## config.mk

```make
export PLATFORM = sky130hd
export DESIGN_NAME = maquina_maluca_monitor
export DESIGN_NICKNAME = d
export VERILOG_FILES = /design/src/rtl/maquina_maluca_monitor.sv
export SDC_FILE = /design/constraint.sdc
export NUM_CORES = 1
export LEC_CHECK = 0
export CORE_MARGIN = 2
export CORE_UTILIZATION = 55
export CTS_CLUSTER_SIZE = 40
export DETAILED_ROUTE_END_ITERATION = 7
export HOLD_SLACK_MARGIN = 0.08
export PLACE_DENSITY = 0.93
export SETUP_SLACK_MARGIN = 0.2
export SLEW_MARGIN = 0
export SYNTH_ARGS = -nofsm -noshare
export SYNTH_HDL_FRONTEND = slang
export SYNTH_SLANG_ARGS = --single-unit
```

## constraint.sdc

```tcl
create_clock -name clk -period 4.07 [get_ports clk]
set_input_delay 0.814 -clock clk [delete_from_list [all_inputs] [get_ports clk]]
set_output_delay 0.814 -clock clk [all_outputs]
set_load 0.02 [all_outputs]
```

## src/rtl/maquina_maluca_monitor.sv

```systemverilog
// maquina_maluca_monitor
// Passive checker for the state bus of maquina_maluca. It validates each
// sampled step against the coffee-cycle graph, counts finished cycles and
// reservoir refills, and latches the first protocol violation.
//
// Ports:
//   clk        in   system clock, rising edge
//   rst_n      in   synchronous active-low reset
//   state      in   [3:0] observed FSM state
//   busy       out  synced and observed state in 2..9
//   cycle_done out  one-clock pulse per 9->1 step
//   cups       out  [CW-1:0] completed cycles, saturating
//   refills    out  [CW-1:0] observed 3->4 steps, saturating
//   err        out  sticky violation flag
//   err_code   out  [1:0] 0 none, 1 illegal step, 2 out of range, 3 stall
//   err_from   out  [3:0] previous sample at the first violation
//   err_to     out  [3:0] offending sample at the first violation
module maquina_maluca_monitor #(
    parameter int CW        = 8,
    parameter int STALL_MAX = 16
) (
    input  logic          clk,
    input  logic          rst_n,
    input  logic [3:0]    state,
    output logic          busy,
    output logic          cycle_done,
    output logic [CW-1:0] cups,
    output logic [CW-1:0] refills,
    output logic          err,
    output logic [1:0]    err_code,
    output logic [3:0]    err_from,
    output logic [3:0]    err_to
);

    localparam int SW = $clog2(STALL_MAX + 1);

    typedef enum logic [1:0] {
        MON_UNSYNC = 2'd0,
        MON_SYNC   = 2'd1,
        MON_HALT   = 2'd2
    } mon_state_e;

    mon_state_e    mon_q, mon_d;
    logic [3:0]    s_q, s_d;
    logic [SW-1:0] stall_q, stall_d;
    logic          busy_q, busy_d;
    logic          cycle_done_q, cycle_done_d;
    logic [CW-1:0] cups_q, cups_d;
    logic [CW-1:0] refills_q, refills_d;
    logic          err_q, err_d;
    logic [1:0]    err_code_q, err_code_d;
    logic [3:0]    err_from_q, err_from_d;
    logic [3:0]    err_to_q, err_to_d;
    logic          hold;

    function automatic logic in_range(input logic [3:0] v);
        return (v >= 4'd1) && (v <= 4'd9);
    endfunction

    function automatic logic in_work(input logic [3:0] v);
        return (v >= 4'd2) && (v <= 4'd9);
    endfunction

    // Self-holds are only reached here with an in-range value, because the
    // out-of-range check has priority.
    function automatic logic legal_step(input logic [3:0] f, input logic [3:0] t);
        logic ok;
        ok = (f == t);
        case ({f, t})
            8'h12, 8'h23, 8'h34, 8'h43, 8'h35,
            8'h56, 8'h67, 8'h78, 8'h89, 8'h91: ok = 1'b1;
            default: ;
        endcase
        return ok;
    endfunction

    function automatic logic [CW-1:0] sat_inc(input logic [CW-1:0] v);
        return (v == {CW{1'b1}}) ? v : v + {{(CW-1){1'b0}}, 1'b1};
    endfunction

    always_comb begin
        mon_d        = mon_q;
        s_d          = state;
        stall_d      = '0;
        cycle_done_d = 1'b0;
        cups_d       = cups_q;
        refills_d    = refills_q;
        err_d        = err_q;
        err_code_d   = err_code_q;
        err_from_d   = err_from_q;
        err_to_d     = err_to_q;
        hold         = (state == s_q) && in_work(state);

        case (mon_q)
            MON_UNSYNC: begin
                if (state == 4'd1) mon_d = MON_SYNC;
            end
            MON_SYNC: begin
                if (!in_range(state)) begin
                    mon_d      = MON_HALT;
                    err_d      = 1'b1;
                    err_code_d = 2'd2;
                    err_from_d = s_q;
                    err_to_d   = state;
                end else if (!legal_step(s_q, state)) begin
                    mon_d      = MON_HALT;
                    err_d      = 1'b1;
                    err_code_d = 2'd1;
                    err_from_d = s_q;
                    err_to_d   = state;
                end else if (hold && (stall_q == SW'(STALL_MAX - 1))) begin
                    // This sample is the (STALL_MAX+1)-th of the same value.
                    mon_d      = MON_HALT;
                    err_d      = 1'b1;
                    err_code_d = 2'd3;
                    err_from_d = s_q;
                    err_to_d   = state;
                end else begin
                    if (hold) stall_d = stall_q + SW'(1);
                    if ((s_q == 4'd9) && (state == 4'd1)) begin
                        cycle_done_d = 1'b1;
                        cups_d       = sat_inc(cups_q);
                    end
                    if ((s_q == 4'd3) && (state == 4'd4)) begin
                        refills_d = sat_inc(refills_q);
                    end
                end
            end
            default: ;
        endcase

        // busy keeps following the bus even after a halt.
        busy_d = (mon_d != MON_UNSYNC) && in_work(state);
    end

    always_ff @(posedge clk) begin
        if (!rst_n) begin
            mon_q        <= MON_UNSYNC;
            s_q          <= '0;
            stall_q      <= '0;
            busy_q       <= 1'b0;
            cycle_done_q <= 1'b0;
            cups_q       <= '0;
            refills_q    <= '0;
            err_q        <= 1'b0;
            err_code_q   <= '0;
            err_from_q   <= '0;
            err_to_q     <= '0;
        end else begin
            mon_q        <= mon_d;
            s_q          <= s_d;
            stall_q      <= stall_d;
            busy_q       <= busy_d;
            cycle_done_q <= cycle_done_d;
            cups_q       <= cups_d;
            refills_q    <= refills_d;
            err_q        <= err_d;
            err_code_q   <= err_code_d;
            err_from_q   <= err_from_d;
            err_to_q     <= err_to_d;
        end
    end

    assign busy       = busy_q;
    assign cycle_done = cycle_done_q;
    assign cups       = cups_q;
    assign refills    = refills_q;
    assign err        = err_q;
    assign err_code   = err_code_q;
    assign err_from   = err_from_q;
    assign err_to     = err_to_q;

endmodule

```

==> results of run 1 <==
## logic make-up (layout without fill, tap and decap cells)
logic type | Yosys count | count (layout) | share of synthesized area, %
fa+ha+maj | 4 | 4 | 2.72
simple gates | 98 | 98 | 28.4
buf+inv | 19 | 52 | 5.17
flops | 40 | 40 | 43.5
mux | 9 | 9 | 4.89
compound gates | 18 | 18 | 6.25
xor+xnor | 19 | 19 | 9.04
## power by group
group	internal [mW]	switching, mW
clock	0.163	0.128
sequential	0.398	0.00683
combinational	0.0249	0.0317
total	0.586	0.167
## metal layers
layer	vias up	part of all wire, %	GRT usage, %
met5	-	0	0
met2	32	49	35.5
met3	11	4.5	5.80
met4	0	2.6	11.6
li1	775	-	-
met1	722	44	25.1
## critical path, cell delays in order
cell and delay, ns:
clkdlybuf4s50_1 0.58, or3b_2 0.54, a21oi_1 0.17, o211a_1 0.22, a2bb2oi_2 0.60, nor3b_1 0.28
## sequential cells by signal, summed over array words and instances, names as in the netlist
register    cells
refills         8
err             1
cycle_done      1
err_from        4
err_to          4
stall_q         5
err_code        2
cups            8
busy            1
mon_q           2
s_q             4
## cell type report
type | count | area share (%)
clock inverter | 1 | 1.32
inverter | 9 | 1.48
tap | 46 | 2.52
timing repair buffer | 35 | 15.3
multi-input combinational | 148 | 41.4
clock buffer | 7 | 2.85
sequential | 40 | 35.1
## stage by stage
step,power (mW),area [sq um],instances
after floorplan,0.452,1840,207
final,0.753,2280,286
after detailed placement,0.470,2180,278
after CTS,0.758,2280,286
after global routing,0.781,2280,286
after global placement,0.469,2180,278
## worst paths after layout
kind	from	slack (ns)	endpoint
setup / recovery	state[0]	1.12	mon_q[0]
hold / removal	stall_q[0]	0.46	stall_q[0]
setup reg to reg	s_q[0]	1.71	mon_q[0]
hold reg to reg	stall_q[0]	0.46	stall_q[0]
## cells in the mapped netlist, drive strengths merged, types with 3 or more instances
master	count
and2	3
nor3b	3
ha	4
xnor2	9
o21ai	6
nand3	9
dfxtp	40
mux2i	9
buf	6
or4	3
clkbuf	4
nor3	4
and3	4
nand2	26
nor2	24
nand4	7
a21oi	7
inv	8
xor2	10
==> metrics, run 1 <==
CTS buffer count=5; area leader, netlist=dfxtp_1; clock sink count=40; area occupied by multi-input gates=945 sq um; row count=21; die area=0.00383 sq mm; Max Fclk=0.339 GHz; Fin Setup TNS=0 ns; Syn Nets=217; Final period util=72.5%; Die Ht=61.9 um; post-cts sizing count=0; Netlist cell types=42; H-tree Lvls=2; min-delay worst type=reg -> reg; Max Buffers Root-to-Sink=2; post-layout minimum cycle time=2.95 ns; I/O Buffers=34; FF+latch count, synth=40; root buf cell=clkbuf_4; largest net degree at the start of global routing=23; fillers=281; ys async rst share=0%; antenna violations before repair=0; Post-CTS Setup Repair Bufs=0; WHS=0.458 ns; 1st-pass router iterations=4; Startpoint Class=input port; Slew headroom=49.3%; area grow syn2layout=23.9%; nets=249; Worst Reg2Reg Path Length in Cells=5; RSZ-0062 raised after global routing=no; All-Layer GR Usage=21.4%; Main synth FF type=dfxtp_1; synthesized area per cell=8.89 sq um; Slew Limit Fails=0; first-pass GRT wire length=5910 um; Post-Place Worst Slack=0.793 ns; Starting Density=56.0%; CTS clk-pin slew, worst paths=0.11 ns; endpoints failing setup=0; worst vdd ir=0.275 mV; CP Data Required Time=4.33 ns; DR WL/cell=12.8 um; diodes inserted=0; Leak=0.892 nW; Mapped Area=0.00184 sq mm; Hold Buf Count CTS=0; Core ar.=0.00328 sq mm; DRC=0; Final Skew=0.0122 ns; final setup margin=1.12 ns; pwr dens=330 mW/mm^2; Hold Fails Final Rpt=0; FF/Latch Area=801 sq um; most common cell after layout, fill and taps aside=dfxtp_1; sequential-to-total area share from yosys stat=43.5%; global route overflow=0; Die X-Extent=61.9 um; Final Util=69.4%; Clk Latency, worst-skew pair=0.36 ns; via count=1540; GPL Wtd Cong=0.869; YS warnings=0; IO Count=35; Vias/cell=5.38; CP Max Fanout=12; Post-DRT Antenna Nets=0; pin slew with the least headroom to its limit=0.759 ns; leading cell types in the layout, fill and taps excluded=dfxtp_1, clkdlybuf4s50_1, nand2_1, nor2_1, xor2_1; synth top area cells=dfxtp_1, nand2_1, mux2i_1; share of the synthesized area in the top cell type=43.5%; total wire length=3670 um; Setup CP Type=in -> reg; number of synthesized flops with an enable pin=0; CP arrival=3.21 ns; vias in the first global route=1376; Gate Count Post-Synth=207; CP endpoint kind=flip-flop; DR iter-0 viols=92; total of max-cap violations=0; Hold Path Stages=1; TritonCTS clock tree=done; post-DP HPWL=2650 um; layout cells sized above 1=7.08%; status=finished, final reports clean
Note: power is estimated with default switching activity, not from simulation.
==> run 2: changes to the inputs <==
- CORE_UTILIZATION: 55 -> 46
- PLACE_DENSITY: 0.93 -> 0.84
- clock period: 4.07 -> 2.6 ns (I/O delays scaled with it)
==> run 2 against run 1 <==
  * Worst setup slack worse by 0.77 ns
  * Worst hold slack worse by 0.0015 ns
  * Highest routed layer unchanged
  * Largest power group unchanged
  * Combinational power is 70% higher
  * Sequential share of layout area is 1.2 points lower
  * Design area is 3.5% higher
  * Critical path depth is 1 higher
  * Clock-buffer cell count is 1 lower
  * Utilization is 6.4 points lower
  * Cell count is 3.1% higher
  * Via count is 2.9% higher
  * Register-to-register slack worse by 1.1 ns
==> metrics, run 2 (synthesized netlist as in run 1, its figures left out) <==
Final Util=63.0% (-6.4 points); Starting Density=49.2% (-6.9 points); Max Fclk=0.445 GHz; Final Skew=0.00526 ns (-0.00695 ns); cell area after layout=0.00236 sq mm (+3.5%); Startpoint Class=input port; Hold Buf Count CTS=0 (unchanged); DRC=0 (unchanged); TritonCTS clock tree=done; min-delay worst type=reg -> reg; post-cts sizing count=0 (unchanged); CP peak stage delay=0.58 ns (-0.02 ns); Setup CP Type=in -> reg; CP top delay family=buffers and inverters; I/O Buffers=34 (unchanged); Die Ht=67.3 um (+8.7%); nets=256 (+2.8%); area occupied by multi-input gates=945 sq um (unchanged); RSZ-0062 raised after global routing=no; die area=0.00452 sq mm (+18%); diodes inserted=0 (unchanged); Post-DRT Antenna Nets=0 (unchanged); pin slew with the least headroom to its limit=0.494 ns (-0.265 ns); IO Count=35 (unchanged); fillers=349 (+24%); Max Buffers Root-to-Sink=2 (unchanged); Worst Reg2Reg Path Length in Cells=6 (+1); DR iter-0 viols=65 (-29%); row count=22 (+4.8%); layout cells sized above 1=9.31% (+2.2 points); post-DP HPWL=2650 um (+0.14%); clock sink count=40 (unchanged); post-layout instance count excluding filler cells=295 (+3.1%); vias in the first global route=1348 (-2.0%); Clk Latency, worst-skew pair=0.29 ns (-0.07 ns); Worst path slowest cell=clkdlybuf4s50_1; root buf cell=clkbuf_8; Hold Path Stages=1 (unchanged); dpl cell area=0.00225 sq mm (+3.1%); 1st-pass router iterations=4 (unchanged); H-tree Lvls=2 (unchanged); Hold Fails Final Rpt=0 (unchanged); most common cell after layout, fill and taps aside=dfxtp_1; worst vdd ir=0.409 mV (+49%); CP endpoint kind=flip-flop; total of max-cap violations=0 (unchanged); CP bufs+invs=2 (+1); FF-to-FF End=err_from[0]; CTS buffer count=5 (unchanged); largest net degree at the start of global routing=22 (-4.3%); Post-CTS Setup Repair Bufs=0 (unchanged); Final period util=86.4%; global route overflow=0 (unchanged); pwr dens=518 mW/mm^2 (+57%); total wire length=3730 um (+1.7%); hold path startpoint=stall_q[0]; Tot Pwr=1.22 mW (+62%); Fin Setup TNS=0 ns (unchanged); GPL Wtd Cong=0.898 (+3.4%); post-layout minimum cycle time=2.25 ns; Vias/cell=5.37 (-0.22%); post-placement cell count=287 (+3.2%); CP Data Required Time=2.82 ns (-1.51 ns); CP Max Fanout=12 (unchanged); leading cell types in the layout, fill and taps excluded=dfxtp_1, clkdlybuf4s50_1, nand2_1, nor2_1, xor2_1; FF/Latch Area=801 sq um (unchanged); Core ar.=0.00374 sq mm (+14%); status=finished, final reports clean; Leak=0.935 nW (+4.8%); hold path endpoint=stall_q[0]; Die X-Extent=67.3 um (+8.7%); CTS clk-pin slew, worst paths=0.08 ns (-0.03 ns); worst path cell trace=clkdlybuf4s50_1 > xor2_1 > or4_4 > nand4_1 > a2bb2oi_2 > buf_12 > mux2i_1; DR WL/cell=12.7 um (-1.4%); Slew headroom=66.9% (+18 points); All-Layer GR Usage=17.4% (-4.0 points); first-pass GRT wire length=5980 um (+1.2%); Post-Place Worst Slack=0.0703 ns (-0.722 ns); endpoints failing setup=0 (unchanged); final setup margin=0.353 ns (-0.769 ns); Slew Limit Fails=0 (unchanged); CP arrival=2.47 ns (-0.74 ns); Worst R2R Setup Slack=0.64 ns (-1.07 ns); Critical R2R Launch=s_q[0]; WHS=0.457 ns (-0.00154 ns); antenna violations before repair=0 (unchanged); via count=1585 (+2.9%); area grow syn2layout=28.2%
-- run 2: cell count changes in the layout (fill, tap and decap cells not counted) --
cell / before / now
buf_4: 1 / 7
clkbuf_4: 5 / 0
clkbuf_8: 2 / 5
clkinv_2: 0 / 1
buf_12: 0 / 1
clkbuf_1: 0 / 1
-- run 2: layer usage --
metal	vias to the layer above	GRT usage, %	wire length, um
met2	37	27.8	1810
met5	-	0	0
met1	749	21.8	1730
met4	0	6.38	38
met3	4	5.67	160
li1	795	-	-
-- run 2: worst reg2reg max path: cells and delay by family, from the launching register on --
family,cells,cell delay (ns)
DFF,1,0.50
muxes,1,0.19
and+or+nand+nor,1,0.48
AOI/OAI and AO/OA,3,0.55
buffers and inverters,1,0.16
-- run 2: where the power goes --
group / internal, mW / total [mW] / leakage, nW / switching (mW)
Sequential: 0.623 / 0.634 / 0.324 / 0.0111
Clock: 0.285 / 0.491 / 0.0552 / 0.207
Combinational: 0.0458 / 0.0963 / 0.556 / 0.0505
-- run 2: worst max path at each step --
stage,from,end,slack [ns],cells past startpoint
after CTS,state[3],stall_q[2],0.38,5
after global placement,state[3],err_to[2],0.12,7
after global routing,state[3],cups[7],0.23,7
after detailed placement,state[0],err_from[2],0.07,7
after floorplan,state[0],err_code[0],0.55,7
final,state[3],err_from[0],0.35,7
-- run 2: cell type report --
cell class	instances	area share [%]
sequential	40	33.9
timing repair buffer	42	17.5
clock inverter	2	1.48
multi-input combinational	148	40.0
clock buffer	6	3.08
inverter	9	1.43
tap	48	2.55
==> run 3: changes to the inputs <==
- CTS_CLUSTER_DIAMETER: unset -> 150
==> results of run 3 <==
No change in the layout: final DEF, timing and power equal those of run 2.
